File: src/rtl/matrix_scan_ctrl_pkg.sv
// Shared types and constants for the matrix scan sequencer.
// Address layout: row half in the upper HALF_W bits, column half in the lower.
package matrix_scan_ctrl_pkg;

   localparam int HALF_W_DEF = 9;
   localparam int DATA_W_DEF = 8;

   localparam logic BANK_SRC = 1'b0;
   localparam logic BANK_DST = 1'b1;

   typedef enum logic [1:0] {
      IDLE = 2'd0,
      RD   = 2'd1,
      WR   = 2'd2,
      DONE = 2'd3
   } scan_state_t;

endpackage : matrix_scan_ctrl_pkg

File: src/rtl/matrix_scan_ctrl_scan_counter2d.sv
// Row/column element counter for the matrix scan.
// The limits are latched on load and never change while the scan runs.
module scan_counter2d
   import matrix_scan_ctrl_pkg::*;
#(
   parameter int HALF_W = HALF_W_DEF
) (
   input  logic              clk,
   input  logic              reset,
   input  logic              load,
   input  logic              advance,
   input  logic [HALF_W-1:0] rows_m1,
   input  logic [HALF_W-1:0] cols_m1,
   output logic [HALF_W-1:0] row,
   output logic [HALF_W-1:0] col,
   output logic              last
);

   localparam logic [HALF_W-1:0] HALF_ONE = {{(HALF_W-1){1'b0}}, 1'b1};

   logic [HALF_W-1:0] row_reg, row_next;
   logic [HALF_W-1:0] col_reg, col_next;
   logic [HALF_W-1:0] rows_lim_reg, rows_lim_next;
   logic [HALF_W-1:0] cols_lim_reg, cols_lim_next;
   logic              col_at_end;
   logic              row_at_end;

   assign col_at_end = (col_reg == cols_lim_reg);
   assign row_at_end = (row_reg == rows_lim_reg);

   // Advancing past the final element is suppressed so no counter can exceed its limit.
   always_comb begin
      row_next      = row_reg;
      col_next      = col_reg;
      rows_lim_next = rows_lim_reg;
      cols_lim_next = cols_lim_reg;
      if (load) begin
         row_next      = '0;
         col_next      = '0;
         rows_lim_next = rows_m1;
         cols_lim_next = cols_m1;
      end else if (advance && !(row_at_end && col_at_end)) begin
         if (col_at_end) begin
            col_next = '0;
            row_next = row_reg + HALF_ONE;
         end else begin
            col_next = col_reg + HALF_ONE;
         end
      end
   end

   always_ff @(posedge clk) begin
      if (reset) begin
         row_reg      <= '0;
         col_reg      <= '0;
         rows_lim_reg <= '0;
         cols_lim_reg <= '0;
      end else begin
         row_reg      <= row_next;
         col_reg      <= col_next;
         rows_lim_reg <= rows_lim_next;
         cols_lim_reg <= cols_lim_next;
      end
   end

   assign row  = row_reg;
   assign col  = col_reg;
   assign last = row_at_end && col_at_end;

endmodule : scan_counter2d

File: src/rtl/matrix_scan_ctrl.sv
// Element-by-element matrix copy/transpose sequencer with a req/ack memory port.
// Each element is read from the source bank, held, then written to the destination bank.
module matrix_scan_ctrl
   import matrix_scan_ctrl_pkg::*;
#(
   parameter int HALF_W = HALF_W_DEF,
   parameter int DATA_W = DATA_W_DEF
) (
   input  logic                clk,
   input  logic                reset,
   input  logic                start,
   input  logic                abort,
   input  logic [HALF_W-1:0]   rows_m1,
   input  logic [HALF_W-1:0]   cols_m1,
   input  logic                transpose,
   output logic                mem_req,
   output logic                mem_we,
   output logic                mem_bank,
   output logic [2*HALF_W-1:0] mem_addr,
   output logic [DATA_W-1:0]   mem_wdata,
   input  logic [DATA_W-1:0]   mem_rdata,
   input  logic                mem_ack,
   output logic                busy,
   output logic                done
);

   scan_state_t       state_reg, state_next;
   logic [DATA_W-1:0] hold_reg, hold_next;
   logic              transpose_reg, transpose_next;

   logic [HALF_W-1:0] row;
   logic [HALF_W-1:0] col;
   logic              last;
   logic              load_cnt;
   logic              adv_cnt;
   logic [HALF_W-1:0] wr_row_half;
   logic [HALF_W-1:0] wr_col_half;

   assign load_cnt = (state_reg == IDLE) && start;
   // An aborted write is never counted as completed, even if acked in the same cycle.
   assign adv_cnt  = (state_reg == WR) && mem_ack && !abort;

   scan_counter2d #(
      .HALF_W (HALF_W)
   ) u_counter (
      .clk     (clk),
      .reset   (reset),
      .load    (load_cnt),
      .advance (adv_cnt),
      .rows_m1 (rows_m1),
      .cols_m1 (cols_m1),
      .row     (row),
      .col     (col),
      .last    (last)
   );

   genvar gi;
   generate
      for (gi = 0; gi < HALF_W; gi++) begin : g_wr_addr
         assign wr_row_half[gi] = transpose_reg ? col[gi] : row[gi];
         assign wr_col_half[gi] = transpose_reg ? row[gi] : col[gi];
      end
   endgenerate

   always_ff @(posedge clk) begin
      if (reset) begin
         state_reg <= IDLE;
      end else begin
         state_reg <= state_next;
      end
   end

   always_comb begin
      state_next = state_reg;
      case (state_reg)
         IDLE: begin
            if (start) begin
               state_next = RD;
            end
         end
         RD: begin
            if (abort) begin
               state_next = IDLE;
            end else if (mem_ack) begin
               state_next = WR;
            end
         end
         WR: begin
            if (abort) begin
               state_next = IDLE;
            end else if (mem_ack) begin
               state_next = last ? DONE : RD;
            end
         end
         DONE: begin
            state_next = IDLE;
         end
         default: begin
            state_next = IDLE;
         end
      endcase
   end

   always_comb begin
      hold_next      = hold_reg;
      transpose_next = transpose_reg;
      if ((state_reg == RD) && mem_ack && !abort) begin
         hold_next = mem_rdata;
      end
      if (load_cnt) begin
         transpose_next = transpose;
      end
   end

   always_ff @(posedge clk) begin
      if (reset) begin
         hold_reg      <= '0;
         transpose_reg <= 1'b0;
      end else begin
         hold_reg      <= hold_next;
         transpose_reg <= transpose_next;
      end
   end

   always_comb begin
      mem_req   = 1'b0;
      mem_we    = 1'b0;
      mem_bank  = BANK_SRC;
      mem_addr  = '0;
      mem_wdata = '0;
      busy      = 1'b0;
      done      = 1'b0;
      case (state_reg)
         RD: begin
            mem_req  = 1'b1;
            mem_bank = BANK_SRC;
            mem_addr = {row, col};
            busy     = 1'b1;
         end
         WR: begin
            mem_req   = 1'b1;
            mem_we    = 1'b1;
            mem_bank  = BANK_DST;
            mem_addr  = {wr_row_half, wr_col_half};
            mem_wdata = hold_reg;
            busy      = 1'b1;
         end
         DONE: begin
            done = 1'b1;
         end
         default: begin
         end
      endcase
   end

endmodule : matrix_scan_ctrl
File: config.mk
export PLATFORM = sky130hd
export DESIGN_NAME = matrix_scan_ctrl
export DESIGN_NICKNAME = d
export VERILOG_FILES = /design/src/rtl/matrix_scan_ctrl_pkg.sv /design/src/rtl/matrix_scan_ctrl_scan_counter2d.sv /design/src/rtl/matrix_scan_ctrl.sv
export SDC_FILE = /design/constraint.sdc
export NUM_CORES = 1
export LEC_CHECK = 0
export CORE_MARGIN = 2
export CORE_UTILIZATION = 56
export CTS_BUF_LIST = sky130_fd_sc_hd__clkbuf_2 sky130_fd_sc_hd__clkbuf_4 sky130_fd_sc_hd__clkbuf_8
export CTS_CLUSTER_DIAMETER = 200
export DETAILED_ROUTE_END_ITERATION = 8
export PLACE_DENSITY = 0.88
export SLEW_MARGIN = 20
export SYNTH_ARGS = -nofsm -noshare
export SYNTH_HDL_FRONTEND = slang
export SYNTH_HIERARCHICAL = 1
export SYNTH_SLANG_ARGS = --single-unit
export TNS_END_PERCENT = 1
File: constraint.sdc
create_clock -name clk -period 3.15 [get_ports clk]
set_input_delay 0.315 -clock clk [delete_from_list [all_inputs] [get_ports clk]]
set_output_delay 0.315 -clock clk [all_outputs]
set_load 0.02 [all_outputs]
== After elaboration in Yosys (flattened, before gate mapping) ==
Index checks and enable logic that the tools add are counted.
Storage, ports and cells
  register bits: 47
  bits in latches: 0
  memory bits (writable): 0
  memory bits (read-only): 0
  input bits: 32
  word-level logic and storage cells: 62
  memories: 0
Cells by class
  $add $sub $neg: 2
  $mul: 0
  div/mod/pow operators: 0
  magnitude comparators: 0
  equality and inequality tests: 8
  shift operators: 0
  mux-type cells: 31
  bitwise logic cells: 0
  reduce and logical (&&, ||, !) cells: 14
Operator list (count)
  one-hot mux 18 bit (2 select lines): 1
  2-to-1 mux 1 bit: 21
  adder 9 x 1 -> 9 bit (second input constant): 2
  equality test 9 bit: 2
  2-to-1 mux 2 bit: 6
  2-to-1 mux 9 bit: 1
  2-to-1 mux 8 bit: 1
  one-hot mux 2 bit (4 select lines): 1
  logical AND 1 bit: 7
  != test 3 bit (second input constant): 2
  equality test 2 bit (second input constant): 2
  OR reduction 2 bit: 2
  AND reduction 3 bit: 1
  equality test 2 x 1 -> 1 bit (second input constant): 1
  zero test 1 bit: 2
  zero test 2 bit: 1
  != test 2 bit (second input constant): 1
  AND reduction 2 bit: 1

== Logic depth before layout (Yosys ltp) ==
  word-level depth: 6
  mapped depth: 9
  depth with buffers taken out: 7

== Cells and area by module ==
Netlist, hierarchy kept.
By module, submodules not included
  scan_counter2d: times used 1, cells an instance 206, area each 1834.3 um2, seq. area each 720.7 um2
  matrix_scan_ctrl: times used 1, cells an instance 125, area each 923.4 um2, seq. area each 220.2 um2

== Least setup slack after synthesis ==
Ideal clock, no wire load.
  path type: register to output
  from: register state_reg[0]
  to: output port mem_addr[9]
  data arrival time: 1.643 ns
  data required time: 2.835 ns
  slack: 1.192 ns
  stages on the path, launching flop included: 7
  buffers on the path: 1
  cell sequence: dfxtp_1 inv_1 ha_1 and2_1 buf_2 nand2_1 a21boi_0
On the way
  cells in the longest elaborated chain, start to end: 2
Ends and longest elaborated chain
  start, declared: RTL line matrix_scan_ctrl.sv:27  | scan_state_t state_reg, state_next;
  start signal, assigned: RTL line matrix_scan_ctrl.sv:69  | state_reg <= state_next;
  equality test 2 bit / equality test 2 x 1 -> 1 bit (equally long branches): RTL line matrix_scan_ctrl.sv:133  | case (state_reg)
  one-hot mux 18 bit (2 select lines) (*): RTL line matrix_scan_ctrl.sv:133
  end, declared: RTL line matrix_scan_ctrl.sv:19  | output logic [2*HALF_W-1:0] mem_addr,
Mark *: on every way between the ends. The rest lies on a longest branch, timed or not.

== Worst setup path in the final report ==
  from: register state_reg[0]
  to: output port mem_addr[10]
The elaborated chain is that of the path after synthesis.

==> metrics <==
status=finished clean; WL met1=3020 microns; Worst Clk Skew=0.00791 ns; Initial Util=58.4%; FMAX=352 MHz; initial antenna violation count=0; Crit path largest cell delay=0.65 ns; storage element area=941 sq um; CTS Hold Buffers Added=0; max_slew headroom=36.8%; diodes inserted=0; Hold Fails Final Rpt=0; worst setup path category=register to output port; GPL Wtd Cong=0.915; post-CTS resize count=0; Sink Count=47; Syn Area/Cell=8.33 sq um; Max VDD drop=314 uV; IO Pins=63; Post-Syn Area=2760 sq um; Post-synth EDFFs=0; clk slew on worst S/H paths=0.08 ns; first-pass GRT wire length=10,900 microns; crit-path cells=inv_1 -> ha_1 -> and2_1 -> nand2_1 -> a21boi_0 -> clkdlybuf4s50_1; CP max FO=18; grt ovf=0; DR vias/cell=5.76; WP buf/inv=2; Die X=74.2 microns; clock tree buffer depth=2; Worst R2R Start=u_counter/col[6]; Max Used Layer=met4; Die Y=74.2 microns; DRT Pass-1 Iters=5; minimum clock period=2.84 ns; syn nets=370; routed length on met2=3430 microns; hold wc startpoint=hold_reg[1]; crit path capture=mem_addr[10]; # rows=25; Final Util=74.3%; worst slew pin tran=0.942 ns; core area=4720 sq um; vias in the first global route=2,331; worst reg2reg path depth=5; Multi-input gate area=1690 sq um; drt total wl=6870 microns; Synth Instances=331; unrepaired setup endpoints after global routing=false; Max Slew Vio Count=0; TritonCTS clock tree=yes; Post-CTS Repair Setup Buffers=0; Critical Path Stages=6; antenna-violating nets left=0; GRT Util Overall=25.7%; hold_ws=0.492 ns; DR DRC count=0; Synth Warn #=6; Worst setup SP type=register; ys flop type=dfxtp_1; fill count=356; Slowest-stage cell, CP=clkdlybuf4s50_1; total CTS buffers=5; Crit path required time=2.83 ns; Final Cycle Share=90.2%; share of layout cells above drive strength 1=5.47%; Cell Pwr Density=380 nW/um^2; Iteration-0 DRC Markers=153; H-tree Lvls=2; Yosys reg bits=47; clk root buf=clkbuf_8; Die Area=5500 sq um; worst reg2reg endpoint=u_counter/row[4]; Top delay family on crit path=buffers and inverters; Worst-Skew Late Latency=0.30 ns; Final #Nets=422; post-DP HPWL=5000 microns; setup TNS=0 ns; largest net degree at the start of global routing=27; leakage=1.31 nW; Netlist cell types=43; via count=2,600; Worst R2R Setup Slack=0.64 ns; met3 wire length=271 microns; Worst Path Arrival=2.53 ns; Seq/Total Area, Yosys=34.1%; crit path launch=state_reg[0]; IO buf count=62; final-report setup violation count=0; Tightest Hold Check Type=register to register; routed wire length per instance=15.2 microns; Max-cap violations=0; Crit. End Element=output port; Async S/R FF share, synth=0%; Area growth syn-to-layout=27.3%
[metrics by stage]
step	setup slack [ns]	total power [W]	cells	instance area, sq um
2_1_floorplan	1.19	0.000852	331	2760
6_report	0.307	0.00133	451	3510
3_5_place_dp	0.614	0.000941	443	3410
5_1_grt	0.0871	0.00138	451	3510
4_1_cts	0.300	0.00133	451	3510
3_3_place_gp	0.762	0.000932	443	3410
[cell families (layout without fill, tap and decap cells)]
kind of cell	Yosys count	count (layout)	synth area share [%]
AND/OR/NAND/NOR	118	118	21.7
AO/OA/AOI/OAI	79	79	18.7
flip-flops	47	47	34.1
multiplexers	32	32	11.6
buffers and inverters	30	83	4.95
XOR/XNOR	18	18	5.72
adder cells (fa/ha/maj)	7	7	3.18
[placed cells by master (no fill, tap or decap), types with 5 or more instances in the layout]
master            n
a21boi_1         10
clkdlybuf4s50_1  62
a21boi_0          9
clkbuf_8          7
nand3_1           8
or3_1             5
mux2i_1          32
a21oi_1          12
nand4_1           8
inv_1             6
dfxtp_1          47
ha_1              7
and2_1           14
xor2_1            7
xnor2_1          11
nor3_1            5
o21ai_0          24
buf_4             7
nor2_1           36
nand2_1          28
[cell type report]
type,count,share of cell area (%)
inverters,6,0.642
multi-input cells,254,48.0
clock buffers,7,2.75
well taps,67,2.39
repair buffers,69,19.2
flip-flops and latches,47,26.8
clock inverters,1,0.214
[cells in the mapped netlist (all sizes together) (3+ instances only)]
library cell / number / share of area [%]
or3: 5 / 1.1
nor2: 36 / 4.9
nand2: 28 / 3.8
and2: 14 / 3.2
inv: 6 / 0.82
o21ai: 26 / 4.7
a21oi: 12 / 2.2
nand3: 8 / 1.5
mux2i: 32 / 12
xnor2: 11 / 3.5
nor3: 5 / 0.91
a21boi: 19 / 5.2
nand4: 9 / 2.3
o31ai: 5 / 1.4
buf: 13 / 2.6
and3: 3 / 0.68
xor2: 7 / 2.2
ha: 7 / 3.2
clkbuf: 11 / 1.5
or4: 4 / 1.1
o211ai: 4 / 1.1
dfxtp: 47 / 34
[worst min path at each step]
stage / endpoint / slack (ns) / cells past startpoint
floorplan: hold_reg[0] / 0.45 / 2
global placement: hold_reg[7] / 0.47 / 2
detailed placement: hold_reg[1] / 0.48 / 2
CTS: hold_reg[1] / 0.50 / 2
global route: hold_reg[0] / 0.52 / 2
finish: hold_reg[1] / 0.49 / 2
[worst register-to-register path, delay by kind of cell, from the launching register on]
kind | cells | cell delay [ns]
flip-flops | 1 | 0.50
AND/OR/NAND/NOR | 3 | 1.64
XOR/XNOR | 1 | 0.15
AO/OA/AOI/OAI | 1 | 0.15
[power by group]
part / switching, W / internal (W) / leakage, nW / total, W
clock network: 0.000199 / 0.000200 / 0.0505 / 0.000399
logic: 0.000161 / 0.000133 / 0.877 / 0.000295
registers: 0.0000183 / 0.000620 / 0.382 / 0.000638
[layer usage]
layer	global-route usage (%)	vias to the layer above
li1	-	1280
met1	33.9	1220
met2	42.4	85
met3	3.39	15
met4	10.9	0
met5	0	-
Note: power is estimated with default switching activity, not from simulation.
